--- src/rtl/vram_pkg.sv ---
// Shared types for the video RAM arbiter and the blocks that talk to it:
// arbiter state encoding, grant encoding and wait-state limits.
package vram_pkg;

   typedef enum logic [1:0] {
      IDLE   = 2'd0,
      ACCESS = 2'd1,
      DONE   = 2'd2
   } vram_state_e;

   typedef enum logic {
      GNT_VID = 1'b0,
      GNT_CPU = 1'b1
   } vram_gnt_e;

   localparam int WAIT_MIN = 1;
   localparam int WAIT_MAX = 15;
   localparam int WCNT_W   = 4;

   // Counter preload for a transfer of w RAM cycles, clamped to the legal range.
   function automatic logic [WCNT_W-1:0] wait_load(input int w);
      int c;
      c = w;
      if (c < WAIT_MIN) c = WAIT_MIN;
      if (c > WAIT_MAX) c = WAIT_MAX;
      return WCNT_W'(c - 1);
   endfunction

endpackage

--- src/rtl/vram_arbiter.sv ---
// Shares the single 8-bit video RAM between the CRT fetch engine and the CPU,
// with a fixed wait-state count per access and a one-cycle completion strobe.
module vram_arbiter
   import vram_pkg::*;
#(
   parameter int WAIT = 2
) (
   input  logic        clk,
   input  logic        rst,
   input  logic [15:0] vid_addr,
   input  logic        vid_cs,
   output logic [7:0]  vid_do,
   output logic        vid_complete,
   input  logic [15:0] cpu_addr,
   input  logic [7:0]  cpu_di,
   input  logic        cpu_rw,
   input  logic        cpu_cs,
   output logic [7:0]  cpu_do,
   output logic        cpu_complete,
   output logic [15:0] mem_addr,
   output logic [7:0]  mem_dout,
   input  logic [7:0]  mem_din,
   output logic        mem_cs,
   output logic        mem_we
);

   localparam logic [WCNT_W-1:0] WLOAD = wait_load(WAIT);

   vram_state_e       state_q, state_d;
   vram_gnt_e         last_q, last_d;
   vram_gnt_e         gnt;
   logic [WCNT_W-1:0] wcnt_q, wcnt_d;
   logic [15:0]       addr_q, addr_d;
   logic [7:0]        dout_q, dout_d;
   logic [7:0]        vdo_q, vdo_d;
   logic [7:0]        cdo_q, cdo_d;
   logic              cs_q, cs_d;
   logic              we_q, we_d;
   logic              vcmp_q, vcmp_d;
   logic              ccmp_q, ccmp_d;

   // On a tie the port not served last wins, so neither side waits more than one access.
   function automatic vram_gnt_e pick(
      input logic      v,
      input logic      c,
      input vram_gnt_e last
   );
      if (v && c) return (last == GNT_VID) ? GNT_CPU : GNT_VID;
      return v ? GNT_VID : GNT_CPU;
   endfunction

   assign gnt = pick(vid_cs, cpu_cs, last_q);

   always_comb begin
      state_d = state_q;
      last_d  = last_q;
      wcnt_d  = wcnt_q;
      addr_d  = addr_q;
      dout_d  = dout_q;
      vdo_d   = vdo_q;
      cdo_d   = cdo_q;
      cs_d    = cs_q;
      we_d    = we_q;
      vcmp_d  = 1'b0;
      ccmp_d  = 1'b0;
      unique case (state_q)
         IDLE: begin
            if (vid_cs || cpu_cs) begin
               state_d = ACCESS;
               last_d  = gnt;
               wcnt_d  = WLOAD;
               cs_d    = 1'b1;
               if (gnt == GNT_VID) begin
                  addr_d = vid_addr;
                  we_d   = 1'b0;
               end else begin
                  addr_d = cpu_addr;
                  dout_d = cpu_di;
                  we_d   = !cpu_rw;
               end
            end
         end
         ACCESS: begin
            if (wcnt_q == '0) begin
               state_d = DONE;
               cs_d    = 1'b0;
               we_d    = 1'b0;
               if (last_q == GNT_VID) begin
                  vdo_d  = mem_din;
                  vcmp_d = 1'b1;
               end else begin
                  if (!we_q) cdo_d = mem_din;
                  ccmp_d = 1'b1;
               end
            end else begin
               wcnt_d = wcnt_q - WCNT_W'(1);
            end
         end
         DONE: begin
            state_d = IDLE;
         end
         default: begin
            state_d = IDLE;
         end
      endcase
   end

   always_ff @(posedge clk or posedge rst) begin
      if (rst) begin
         state_q <= IDLE;
         last_q  <= GNT_CPU;
         wcnt_q  <= '0;
         addr_q  <= '0;
         dout_q  <= '0;
         vdo_q   <= '0;
         cdo_q   <= '0;
         cs_q    <= 1'b0;
         we_q    <= 1'b0;
         vcmp_q  <= 1'b0;
         ccmp_q  <= 1'b0;
      end else begin
         state_q <= state_d;
         last_q  <= last_d;
         wcnt_q  <= wcnt_d;
         addr_q  <= addr_d;
         dout_q  <= dout_d;
         vdo_q   <= vdo_d;
         cdo_q   <= cdo_d;
         cs_q    <= cs_d;
         we_q    <= we_d;
         vcmp_q  <= vcmp_d;
         ccmp_q  <= ccmp_d;
      end
   end

   assign mem_addr     = addr_q;
   assign mem_dout     = dout_q;
   assign mem_cs       = cs_q;
   assign mem_we       = we_q;
   assign vid_do       = vdo_q;
   assign cpu_do       = cdo_q;
   assign vid_complete = vcmp_q;
   assign cpu_complete = ccmp_q;

endmodule
--- config.mk ---
export PLATFORM = sky130hd
export DESIGN_NAME = vram_arbiter
export DESIGN_NICKNAME = d
export VERILOG_FILES = /design/src/rtl/vram_pkg.sv /design/src/rtl/vram_arbiter.sv
export SDC_FILE = /design/constraint.sdc
export NUM_CORES = 1
export LEC_CHECK = 0
export BUFFER_PORTS_ARGS = -buffer_cell sky130_fd_sc_hd__buf_2
export CAP_MARGIN = 20
export CORE_ASPECT_RATIO = 0.9
export CORE_MARGIN = 1
export CORE_UTILIZATION = 35
export DETAILED_ROUTE_END_ITERATION = 8
export PLACE_DENSITY = 0.64
export SYNTH_ARGS = -nofsm -noshare
export SYNTH_HDL_FRONTEND = slang
export SYNTH_SLANG_ARGS = --single-unit
--- constraint.sdc ---
create_clock -name clk -period 2.59 [get_ports clk]
set_clock_uncertainty 0.1 [all_clocks]
set_input_delay 0.1295 -clock clk [delete_from_list [all_inputs] [get_ports clk]]
set_output_delay 0.1295 -clock clk [all_outputs]
set_load 0.1 [all_outputs]
==> results.cfg <==
[detailed_routing]
drtPass1Iterations = 4
vias = 2074
drtAntennaViolNets = 0
vias_per_cell = 4.880
drt_iter0_drc = 126
wl_per_cell_um = 14.34
drcViolationCount = 0
finalWirelength_mm = 6.096

[timing]
finalMaxSlewViolations = 0
max_slew.worst_pin.slew_ns = 1.066
setup_viol = 0
max_clock_freq_mhz = 420.0
fin_crit_ns = 2.381
rsz0062_at_grt = no
finalCritPeriodShare = 0.9193
fin_tns_setup_ns = 0
hold_violations = 0
slew_headroom = 0.2881
whs_ns = 0.007900

[logic_synthesis]
avgSynthCellArea_um2 = 11.32
synth_cell_types = 29
yosys_warnings = 0
syn_nets = 252
ys_ff_latch = 51
synth_top_area_share = 0.5612
synth_cells = 197
synth.area.top_cells = dfrtp_1 (56%), mux2_2 (12%), a31oi_1 (4.5%)
yosysSeqAreaShare = 0.5730
synth.largest_area_cell = dfrtp_1
syn-cell-area_mm2 = 0.002230

[floorplan]
fp.dieArea_mm2 = 0.006694
row_count = 27
initial_core_util = 0.3626
ios = 97
die_h_um = 77.72
die_w_um = 86.13
core_mm2 = 0.006148

[clocking]
numCtsBuffers = 5
cts-resized-gates = 0
clockRootBuffer = clkbuf_8
cts-htree-levels = 2
cts_setup_buffers = 0
cts_tree = done
clock_sinks = 51
ctsHoldBuffers = 46
cts_buffer_depth = 2
clock_latency_ns = 0.30
clk_pin_slew_ns = 0.09

[layout]
fin_nets = 392
antenna_cells = 0
drive_gt1_frac = 0.4142
syn_to_final_growth_pct = 51.35
post-route-util = 0.5488

[global_routing]
grt_pass1_vias = 2153
track_usage = 0.1911
grt_pass1_wl_mm = 10.07
grt_overflow = 0
grt_antenna_before_repair = 0
grt_start_max_net_pins = 32

[worst_setup_path]
arrival_ns = 2.52
required_ns = 2.73
worstPathMaxFanout = 17
worstSetupEndpointType = flip-flop
critPathLaunchType = flip-flop
critical_path_class = flip-flop to flip-flop

[placed_design]
io_buffers = 96
dp_hpwl_mm = 3.953
gp_congestion = 0.8204

[min_path]
hold_path_class = input port to flip-flop

[status]
status = completed

[flow_run]
cap_violations = 0
## metal layers
layer / part of all wire / GRT usage / vias up
met4: 0.014 / 0.05000 / 0
met1: 0.43 / 0.2500 / 1001
li1: - / - / 1001
met3: 0.048 / 0.03936 / 8
met2: 0.50 / 0.3222 / 64
met5: 0 / 0 / -
## area by class of cell
type	instances	area (um2)
clock inverters	2	35.03
inverters	4	15.01
fillers	581	2774
well taps	87	108.9
flip-flops and latches	51	1277
clock buffers	6	82.58
multi-input cells	129	884.6
repair buffers	146	970.9
## final timing paths
kind	from	endpoint	slack [ns]	depth (start not counted)
worst max register to register	last_q	mem_addr[7]	0.21	4
worst min-delay path	vid_addr[15]	mem_addr[15]	0.008	3
max in group asynchronous	rst	last_q	1.29	4
worst max-delay path	last_q	mem_addr[7]	0.21	4
min in group asynchronous	rst	mem_dout[4]	0.30	3
worst min register to register	cpu_do[3]	cpu_do[3]	0.41	1
## cell families after synthesis
logic type	count (synthesis)	synth area share
compound gates	59	0.1504
fa+ha+maj	2	0.01122
buf+inv	17	0.03030
flops	51	0.5730
mux	24	0.1212
simple gates	44	0.1139
## registers in the layout, indices dropped and copies added, names as in the netlist
register	cells
mem_addr	16
cpu_do	8
mem_dout	8
vid_do	8
wcnt_q	4
state_q	2
cpu_complete	1
last_q	1
mem_cs	1
mem_we	1
vid_complete	1
## cells in the mapped netlist (all sizes together)
| library cell | number |
|---|---|
| dfstp | 1 |
| ha | 2 |
| a31oi | 16 |
| dfrtp | 50 |
| or4 | 1 |
| and3 | 1 |
| clkbuf | 10 |
| mux2 | 24 |
| o21ai | 19 |
| o211ai | 4 |
| nor3 | 3 |
| o22ai | 1 |
| nand4b | 2 |
| buf | 3 |
| or2 | 2 |
| a21oi | 18 |
| nand3 | 18 |
| or3 | 1 |
| a31o | 1 |
| nor2b | 2 |
| nand2 | 5 |
| or3b | 1 |
| inv | 4 |
| nor3b | 1 |
| nand2b | 3 |
| nor2 | 4 |
## worst max-delay path, cell delays in order, from the launching register on
cell           delay [ns]
dfstp_2              0.42
nor2b_1              0.82
o21ai_0              0.18
a31oi_1              0.22
dlygate4sd3_1        0.58
## metrics by stage
stage / instance area, um2 / setup WS, ns / instances
floorplan: 2230 / 0.6527 / 197
global placement: 2796 / 0.3842 / 371
detailed placement: 2796 / 0.3469 / 371
CTS: 3374 / 0.2600 / 425
global route: 3374 / 0.04093 / 425
finish: 3374 / 0.2089 / 425
## cell usage in the layout (no fill, tap or decap), types with 2 or more instances in the layout
cell type and instances:
nand2b_1 3, clkbuf_8 6, buf_2 96, mux2_2 24
dlygate4sd3_1 46, ha_1 2, nand2_1 5, a31oi_1 16
o21ai_0 19, o211ai_1 3, nor3_1 2, nor2_1 4
buf_4 4, dfrtp_1 50, nor2b_1 2, a21oi_1 18
nand3_1 18, inv_1 3, or2_2 2
Power is not shown: default switching activity piles up to over one toggle a cycle in this logic, so the estimate is an artifact.
